<file path="config.mk">
export PLATFORM = sky130hd
export DESIGN_NAME = multi_sonar_ctrl
export DESIGN_NICKNAME = d
export VERILOG_FILES = /design/src/rtl/multi_sonar_ctrl_pkg.sv /design/src/rtl/multi_sonar_ctrl_echo_meter.sv /design/src/rtl/multi_sonar_ctrl.sv
export SDC_FILE = /design/constraint.sdc
export NUM_CORES = 1
export LEC_CHECK = 0
export ABC_AREA = 1
export BUFFER_PORTS_ARGS = -buffer_cell sky130_fd_sc_hd__buf_2
export CAP_MARGIN = 20
export CORE_UTILIZATION = 53
export CTS_BUF_LIST = sky130_fd_sc_hd__clkbuf_8
export DETAILED_ROUTE_END_ITERATION = 6
export PLACE_DENSITY = 0.7
export SLEW_MARGIN = 20
export SYNTH_ARGS = -nofsm -noshare
export SYNTH_HDL_FRONTEND = slang
export SYNTH_HIERARCHICAL = 1
export SYNTH_SLANG_ARGS = --single-unit
</file>
<file path="constraint.sdc">
create_clock -name clock -period 5.4 [get_ports clock]
set_input_delay 0.27 -clock clock [delete_from_list [all_inputs] [get_ports clock]]
set_output_delay 0.27 -clock clock [all_outputs]
set_load 0.005 [all_outputs]
</file>
<file path="src/rtl/multi_sonar_ctrl_pkg.sv">
// Shared definitions for the multi-channel ultrasonic sonar controller:
// 4-bit FSM state codes and default timing constants (50 MHz clock).
package multi_sonar_ctrl_pkg;

  typedef enum logic [3:0] {
    OCIOSO      = 4'd0,
    DISPARO     = 4'd1,
    ESPERA_ECHO = 4'd2,
    MEDINDO     = 4'd3,
    ARMAZENA    = 4'd4,
    PROXIMO     = 4'd5,
    FIM         = 4'd6,
    INTERVALO   = 4'd7
  } estado_t;

  localparam int DEF_N_CH           = 3;
  localparam int DEF_DIST_W         = 12;
  localparam int DEF_TRIG_CYCLES    = 500;
  localparam int DEF_DIV_CM         = 2941;
  localparam int DEF_TIMEOUT_CYCLES = 1_500_000;
  localparam int DEF_GAP_CYCLES     = 3_000_000;

endpackage

</file>
<file path="src/rtl/multi_sonar_ctrl_echo_meter.sv">
// Shared echo meter: clocks-per-cm prescaler, saturating cm counter and a
// timeout counter; the controller muxes the active channel onto it.
module echo_meter
  import multi_sonar_ctrl_pkg::*;
#(
  parameter int DIST_W         = DEF_DIST_W,
  parameter int DIV_CM         = DEF_DIV_CM,
  parameter int TIMEOUT_CYCLES = DEF_TIMEOUT_CYCLES
) (
  input  logic              i_clock,
  input  logic              i_reset,
  input  logic              i_clr,
  input  logic              i_cnt_en,
  input  logic              i_meas_en,
  output logic [DIST_W-1:0] o_dist,
  output logic              o_tmo
);

  localparam int PW = (DIV_CM > 1) ? $clog2(DIV_CM) : 1;
  localparam int TW = $clog2(TIMEOUT_CYCLES + 1);
  localparam logic [PW-1:0]     PRESC_LAST = PW'(DIV_CM - 1);
  localparam logic [TW-1:0]     TMO_LAST   = TW'(TIMEOUT_CYCLES - 1);
  localparam logic [DIST_W-1:0] CM_MAX     = '1;

  logic [PW-1:0]     r_presc;
  logic [TW-1:0]     r_tmo_cnt;
  logic [DIST_W-1:0] r_cm;

  always_ff @(posedge i_clock or posedge i_reset) begin
    if (i_reset) begin
      r_presc   <= '0;
      r_tmo_cnt <= '0;
      r_cm      <= '0;
    end else if (i_clr) begin
      r_presc   <= '0;
      r_tmo_cnt <= '0;
      r_cm      <= '0;
    end else begin
      // The timeout counter parks at its last value so it can never wrap.
      if (i_cnt_en && (r_tmo_cnt != TMO_LAST))
        r_tmo_cnt <= r_tmo_cnt + TW'(1);
      if (i_meas_en) begin
        if (r_presc == PRESC_LAST) begin
          r_presc <= '0;
          if (r_cm != CM_MAX)
            r_cm <= r_cm + DIST_W'(1);
        end else begin
          r_presc <= r_presc + PW'(1);
        end
      end
    end
  end

  assign o_dist = r_cm;
  assign o_tmo  = (r_tmo_cnt == TMO_LAST);

endmodule

</file>
<file path="src/rtl/multi_sonar_ctrl.sv">
// Sequences N_CH ultrasonic sensors one at a time: trigger, wait for echo,
// time the echo pulse and store the distance, in single or continuous sweeps.
module multi_sonar_ctrl
  import multi_sonar_ctrl_pkg::*;
#(
  parameter int N_CH           = DEF_N_CH,
  parameter int DIST_W         = DEF_DIST_W,
  parameter int TRIG_CYCLES    = DEF_TRIG_CYCLES,
  parameter int DIV_CM         = DEF_DIV_CM,
  parameter int TIMEOUT_CYCLES = DEF_TIMEOUT_CYCLES,
  parameter int GAP_CYCLES     = DEF_GAP_CYCLES
) (
  input  logic                     clock,
  input  logic                     reset,
  input  logic                     ligar,
  input  logic                     modo,
  input  logic                     parar,
  input  logic [N_CH-1:0]          echo,
  output logic [N_CH-1:0]          trigger,
  output logic [N_CH*DIST_W-1:0]   distancia,
  output logic [N_CH-1:0]          timeout,
  output logic [N_CH-1:0]          valido,
  output logic                     pronto,
  output logic                     ocupado,
  output logic [3:0]               db_estado
);

  localparam int IDX_W = (N_CH > 1) ? $clog2(N_CH) : 1;
  localparam int CMAX  = (TRIG_CYCLES > GAP_CYCLES) ? TRIG_CYCLES : GAP_CYCLES;
  localparam int CW    = $clog2(CMAX + 1);
  localparam logic [IDX_W-1:0] IDX_LAST  = IDX_W'(N_CH - 1);
  localparam logic [CW-1:0]    TRIG_LAST = CW'(TRIG_CYCLES - 1);
  localparam logic [CW-1:0]    GAP_LAST  = CW'(GAP_CYCLES - 1);

  estado_t           r_estado, w_proximo;
  logic [IDX_W-1:0]  r_idx;
  logic [CW-1:0]     r_cnt;
  logic              r_modo, r_parar, r_tmo;
  logic [N_CH-1:0]   r_sync1, r_sync2, r_echo_d;
  logic [DIST_W-1:0] r_dist [N_CH];
  logic [N_CH-1:0]   r_timeout, r_valido;
  logic              w_rise, w_high, w_stop;
  logic              w_clr, w_cnt_en, w_meas_en, w_tmo, w_tmo_evt;
  logic [DIST_W-1:0] w_dist;

  // A rise needs a low sample behind it, so an echo already high is ignored.
  assign w_rise = r_sync2[r_idx] & ~r_echo_d[r_idx];
  assign w_high = r_echo_d[r_idx];
  assign w_stop = r_parar | parar;

  echo_meter #(
    .DIST_W         (DIST_W),
    .DIV_CM         (DIV_CM),
    .TIMEOUT_CYCLES (TIMEOUT_CYCLES)
  ) u_meter (
    .i_clock   (clock),
    .i_reset   (reset),
    .i_clr     (w_clr),
    .i_cnt_en  (w_cnt_en),
    .i_meas_en (w_meas_en),
    .o_dist    (w_dist),
    .o_tmo     (w_tmo)
  );

  always_comb begin
    w_proximo = r_estado;
    w_clr     = 1'b0;
    w_cnt_en  = 1'b0;
    w_meas_en = 1'b0;
    w_tmo_evt = 1'b0;
    case (r_estado)
      OCIOSO:      if (ligar) w_proximo = DISPARO;
      DISPARO: begin
        w_clr = 1'b1;
        if (r_cnt == TRIG_LAST) w_proximo = ESPERA_ECHO;
      end
      ESPERA_ECHO: begin
        if (w_rise) begin
          w_clr     = 1'b1;
          w_proximo = MEDINDO;
        end else begin
          w_cnt_en  = 1'b1;
          w_tmo_evt = w_tmo;
          if (w_tmo) w_proximo = ARMAZENA;
        end
      end
      MEDINDO: begin
        w_cnt_en  = w_high;
        w_meas_en = w_high;
        w_tmo_evt = w_high & w_tmo;
        if (!w_high || w_tmo) w_proximo = ARMAZENA;
      end
      ARMAZENA:    w_proximo = PROXIMO;
      PROXIMO:     w_proximo = (r_idx == IDX_LAST) ? FIM : DISPARO;
      FIM:         w_proximo = (r_modo && !w_stop) ? INTERVALO : OCIOSO;
      INTERVALO: begin
        if (w_stop)                w_proximo = OCIOSO;
        else if (r_cnt == GAP_LAST) w_proximo = DISPARO;
      end
      default:     w_proximo = OCIOSO;
    endcase
  end

  always_ff @(posedge clock or posedge reset) begin
    if (reset) begin
      r_estado  <= OCIOSO;
      r_idx     <= '0;
      r_cnt     <= '0;
      r_modo    <= 1'b0;
      r_parar   <= 1'b0;
      r_tmo     <= 1'b0;
      r_sync1   <= '0;
      r_sync2   <= '0;
      r_echo_d  <= '0;
      r_timeout <= '0;
      r_valido  <= '0;
      for (int k = 0; k < N_CH; k++) r_dist[k] <= '0;
    end else begin
      r_estado <= w_proximo;
      r_sync1  <= echo;
      r_sync2  <= r_sync1;
      r_echo_d <= r_sync2;
      r_parar  <= (r_estado == OCIOSO || w_proximo == OCIOSO) ? 1'b0 : (r_parar | parar);

      if (r_estado == OCIOSO && ligar) begin
        r_idx  <= '0;
        r_modo <= modo;
      end else if (r_estado == PROXIMO && r_idx != IDX_LAST) begin
        r_idx <= r_idx + IDX_W'(1);
      end else if (r_estado == INTERVALO && w_proximo == DISPARO) begin
        r_idx <= '0;
      end

      if (w_proximo != r_estado)
        r_cnt <= '0;
      else if (r_estado == DISPARO || r_estado == INTERVALO)
        r_cnt <= r_cnt + CW'(1);

      if (w_proximo == ARMAZENA)
        r_tmo <= w_tmo_evt;

      if (r_estado == ARMAZENA) begin
        for (int k = 0; k < N_CH; k++) begin
          if (IDX_W'(k) == r_idx) begin
            r_dist[k]    <= r_tmo ? '1 : w_dist;
            r_timeout[k] <= r_tmo;
            r_valido[k]  <= 1'b1;
          end
        end
      end
    end
  end

  always_comb begin
    trigger = '0;
    if (r_estado == DISPARO) trigger[r_idx] = 1'b1;
    for (int k = 0; k < N_CH; k++) distancia[k*DIST_W +: DIST_W] = r_dist[k];
  end

  assign timeout   = r_timeout;
  assign valido    = r_valido;
  assign pronto    = (r_estado == FIM);
  assign ocupado   = (r_estado != OCIOSO);
  assign db_estado = r_estado;

endmodule

</file>
Word-level counts from Yosys, hierarchy flattened
Cells that the tools add are included.
Widths: inputs -> output; s select.
- register bits after elaboration: 127
- output and inout port bits: 51
- equal/unequal tests: 20
- reduce and logical (&&, ||, !) cells: 25
- bitwise operators: 4
- $lt $le $gt $ge: 2
- mux-type cells: 40
- add/subtract/negate cells: 5
- operator list (operator ; count):
    $mux 12 ; 8
    $mux 22 ; 2
    $mux 21 ; 2
    $pmux 4 s8 ; 1
    $mux 4 ; 7
    $add 12x1->12 const B ; 2
    $add 22x1->22 const B ; 1
    $eq 22x22->1 const B ; 1
    $eq 22x9->1 const B ; 1
    $add 21x1->21 const B ; 1
    $eq 21x21->1 const B ; 1
    $ne 21x21->1 const B ; 1
    $eq 4x3->1 const B ; 5
    $eq 12x12->1 const B ; 1
    $ne 12x12->1 const B ; 1
    $reduce_bool 2->1 ; 5
    $mux 3 ; 3
    $eq 4x1->1 const B ; 2
    $eq 4x2->1 const B ; 2
    $logic_not 4->1 ; 2
    $mux 1 ; 8
    $logic_and 1x1->1 ; 6
    $mux 2 ; 3
    $pmux 1 s2 ; 3
    other kinds (20) ; 27

Longest topological paths before layout
- word-level depth: 11
- mapped depth: 16
- gate-level depth less buffers: 16

Hierarchy
The synthesis kept the hierarchy.
- by module, submodules not included (module ; seq. area each (um2) ; instances ; cells each ; area an instance (um2)):
    multi_sonar_ctrl ; 2052.0 ; 1 ; 500 ; 4065.1
    echo_meter ; 1126.1 ; 1 ; 421 ; 2905.3

Worst setup path before layout
OpenSTA, ideal clock, no wires.
- path kind: register to register
- start point: register u_meter.r_tmo_cnt[0]
- end point: register r_cnt[1]
- setup time: 80 ps
- stages on the path, launching flop included: 13
- path buffers: 1
- data required time: 5320 ps
- setup slack: 3508 ps
- arrival time: 1812 ps
- cells stage by stage: dfrtp_1 ha_1 nand2_1 nor2_4 nand3_4 inv_1 inv_1 nor2_1 a21oi_1 nand3_1 nand3_2 buf_4 nor3_2
- cells in the longest elaborated chain, start to end: 6
- elaborated cells between the ends (all ways): 9
- classes of those cells: eq/ne (2); mux (5); reduce/logical (2)
- RTL lines (item ; line ; text):
    from (decl) ; multi_sonar_ctrl_echo_meter.sv:26 ; logic [TW-1:0] r_tmo_cnt;
    from (signal assigned) ; multi_sonar_ctrl_echo_meter.sv:41 ; r_tmo_cnt <= r_tmo_cnt + TW'(1);
    $eq 21x21->1 * ; multi_sonar_ctrl_echo_meter.sv:55 ; assign o_tmo = (r_tmo_cnt == TMO_LAST);
    net w_tmo ; multi_sonar_ctrl.sv:43 ; logic w_clr, w_cnt_en, w_meas_en, w_tmo, w_tmo_evt;
    $mux 4 or $logic_or 1x1->1 (tied branches) ; multi_sonar_ctrl.sv:84, multi_sonar_ctrl.sv:91 ;
    $mux 4 (on tied branches) ; multi_sonar_ctrl.sv:78, multi_sonar_ctrl.sv:91 ;
    $pmux 4 s8 * ; multi_sonar_ctrl.sv:71 ; case (r_estado)
    $ne 4x4->1 * ; multi_sonar_ctrl.sv:134 ; if (w_proximo != r_estado)
    $mux 22 or $reduce_bool 2->1 (tied branches) ; n/a ;
    to (signal assigned) ; multi_sonar_ctrl.sv:137 ; r_cnt <= r_cnt + CW'(1);
    to (decl) ; multi_sonar_ctrl.sv:37 ; logic [CW-1:0] r_cnt;
The timed path passes the listed nets; every way through them passes the cells marked *.
A chain may end at the register's enable or synchronous reset.

Final worst setup path
- start point: register r_estado[0] (netlist: db_estado[0])
- end point: register u_meter.r_cm[9] (netlist: u_meter/o_dist[9])
- cells in the longest elaborated chain, start to end: 4
- elaborated cells between the ends (all ways): 10
- classes of those cells: eq/ne (3); mux (3); reduce/logical (4)
- RTL lines (item ; line ; text):
    from (decl) ; multi_sonar_ctrl.sv:35 ; estado_t r_estado, w_proximo;
    from (signal assigned) ; multi_sonar_ctrl.sv:119 ; r_estado <= w_proximo;
    $eq 4x2->1 or $eq 4x1->1 (tied branches) ; multi_sonar_ctrl.sv:71 ;
    $pmux 1 s2 * ; multi_sonar_ctrl.sv:71 ;
    net w_clr ; multi_sonar_ctrl.sv:43 ;
    $reduce_bool 2->1 (no line) ; n/a ;
    $reduce_and 3->1 (no line) ; n/a ;
    to (signal assigned) ; multi_sonar_ctrl_echo_meter.sv:46 ; r_cm <= r_cm + DIST_W'(1);
    to (decl) ; multi_sonar_ctrl_echo_meter.sv:27 ; logic [DIST_W-1:0] r_cm;
Marked as above.

==> metrics.txt <==
Async SR Flop Fraction=1.00; Post-Synth Simple-Gate Area=0.380; FF+latch count, synth=127; result of the run=finished, violations left; Final HPWL DP=10500 µm; Max Slew Vio Count=0; Synth area leader=dfrtp_1; hold_ws=-17.0 ps; Pleak=3.99 nW; peak supply drop=0.000115 V; CTS clock-pin slew for the worst setup and hold paths=80 ps; vias in the first global route=5168; # diodes=0; GRT Total Usage=0.234; drt pass-1 iters=5; top cells by count, synth=nand2_1, dfrtp_1, nor2_1, inv_1, nand3_1; Routed WL=14800 µm; internal reg-to-reg setup slack=2470 ps; die footprint=13600 µm²; CTS buffer count=17; initial antenna violation count=0; Syn Nets=937; Post-synth EDFFs=0; crit-path cells=inv_2 > nand2_1 > nor2_1 > nand3_2 > nand2_1 > inv_2 > nand4_1 > nand3_2 > o21ai_0; Compound-Gate Fraction of Synth Area=0.0325; Remaining Overflow, GRT=0; CP endpoint kind=flop; Hold Vio Cnt, Final=7; Worst slew margin=0.346; CTS tree=built; RSZ-0062 raised after global routing=no; max_cap viols=0; # rows=41; Setup Buffers After CTS=0; Worst path slowest cell=nand2_1; Hold Path Class=in -> async; Die H=117 µm; vias post-DR=5779; Clock Tree Buf Depth=2; Synth Area per Inst=7.57 µm²; via density per instance=4.96; Crit Path Category=reg -> reg; H-tree depth=4; Area Overhead vs Synth=11.4%; crit start category=flop; setup TNS=0 ps; Avg WL per Cell=12.7 µm; cell area after synthesis=6970 µm²; cells after synthesis=921; CTS Sinks=127; Synth area leaders=dfrtp_1, nand2_1, nor2_1, nand3_1, inv_1; final core occ=0.610; DRT antenna net count=0; PostCTS Resize Cnt=0; arrival time of the worst setup path=3280 ps; DRC=0; Tcrit/Tclk final=0.543; final setup vio count=0; slowest stage delay, CP=510 ps; nets@finish=996; drt initial violations=473; minimum clock period=2930 ps; RePlAce Congestion=0.902; I/O Pins=59; Critical Path RT=5750 ps; post-synthesis mux area share=0.00144; first-pass GRT wire length=24700 µm; Distinct cells, synth=40; Core Box Area=12700 µm²; failing checks=negative hold slack; Slew @ Worst Pin=978 ps; Clock Latency Late Sink=440 ps; die width=117 µm; Clock Skews=9.40 ps; Post-Synth XOR/XNOR Area=0.0440; Post-Synth Adder-Cell Area=0.0144; Fmax achieved=341 MHz; Max Fanout on Critical Path=36; Buffers on Ports=58; CTS root buf=clkbuf_8; Syn. warnings=6; PwrDens=242 nW/µm²; count leader, synth=nand2_1; pin count of the biggest net entering global routing=83; initial core utilization=0.548; post-synth top area share=0.456; share of cells above drive strength 1=0.158; largest family of logic cells by synthesized area=simple AND/OR/NAND/NOR gates; sequential-to-total area share from yosys stat=0.456; Top FF cell, synth=dfrtp_1
## area by class of cell
| class | count | area (µm²) |
|---|---|---|
| clock buffers | 17 | 234 |
| multi-input cells | 674 | 3300 |
| flip-flops and latches | 127 | 3180 |
| well taps | 172 | 215 |
| inverters | 98 | 369 |
| repair buffers | 62 | 332 |
| clock inverters | 15 | 139 |
| fillers | 1184 | 4960 |
## layout by cell type (no fill, tap or decap), drive strengths merged
master	count
clkbuf	17
nor2	126
nor3	34
dfrtp	127
o22ai	1
conb	1
ha	8
o21bai	3
dlygate4sd3	3
buf	59
xnor2	10
xor2	25
nand3	76
bufinv	1
and2	1
o21ai	30
nor3b	1
or2	17
nand4	15
nand3b	2
nand2	314
mux2i	1
and3	1
inv	100
clkinv	5
a21oi	8
clkinvlp	7
## state kept, by name, summed over array words and instances, names as in the netlist
name               cells
r_cnt                 22
u_meter/r_tmo_cnt     21
r_tmo                  1
db_estado              4
distancia             36
r_modo                 1
r_sync1                3
valido                 3
r_echo_d               3
r_idx                  2
r_parar                1
u_meter/r_presc       12
u_meter/o_dist        12
timeout                3
r_sync2                3
## final timing paths
| check | startpoint | end | depth (start not counted) |
|---|---|---|---|
| setup / recovery | db_estado[0]$_DFF_PP0_ | u_meter/o_dist[9]$_DFFE_PP0P_ | 9 |
| hold / removal | reset | distancia[22]$_DFFE_PP0P_ | 3 |
| setup reg to reg | db_estado[0]$_DFF_PP0_ | u_meter/o_dist[9]$_DFFE_PP0P_ | 9 |
| hold reg to reg | r_sync2[1]$_DFF_PP0_ | r_echo_d[1]$_DFF_PP0_ | 0 |
| max in group asynchronous | reset | u_meter/r_tmo_cnt[0]$_DFFE_PP0P_ | 2 |
| min in group clock | modo | r_modo$_DFFE_PP0P_ | 3 |
## power breakdown
part	switching (W)	internal (W)
logic	0.0000917	0.0000318
clock network	0.000406	0.000367
registers	0.0000138	0.000966
total	0.000511	0.00136
## critical path, delay by kind of cell, from the launching register on
kind | cells | cell delay [ps]
flops | 1 | 480
simple gates | 6 | 1520
compound gates | 1 | 280
buf+inv | 2 | 540
## per-stage QoR
step	hold WS (ps)	std cells	setup WS, ps	power [W]	cell area [µm²]
after floorplan	301	921	3020	0.00110	6970
after global placement	362	1130	2580	0.00112	7360
after detailed placement	353	1130	2550	0.00112	7360
after CTS	72.3	1165	2520	0.00190	7760
after global routing	93.1	1165	2170	0.00197	7760
final	-17.0	1165	2470	0.00188	7760
## kinds of logic after synthesis
kind of cell	Yosys count
AOI/OAI and AO/OA	42
xor gates and xnor gates	35
adders and majority gates	8
buffers and inverters	120
DFF	127
muxes	1
other	1
and+or+nand+nor	587
## per-layer routing
layer | part of all wire | GRT usage
met1 | 0.51 | 0.341
met2 | 0.44 | 0.351
met3 | 0.042 | 0.0431
met4 | 0.012 | 0.0759
met5 | 0 | 0
## repair_timing
item	4_1_cts	5_1_grt
hold buffers	3	0
endpoints found under the setup margin	0	0
hold endpoints to repair	3	0
(Power assumes the default switching activity.)
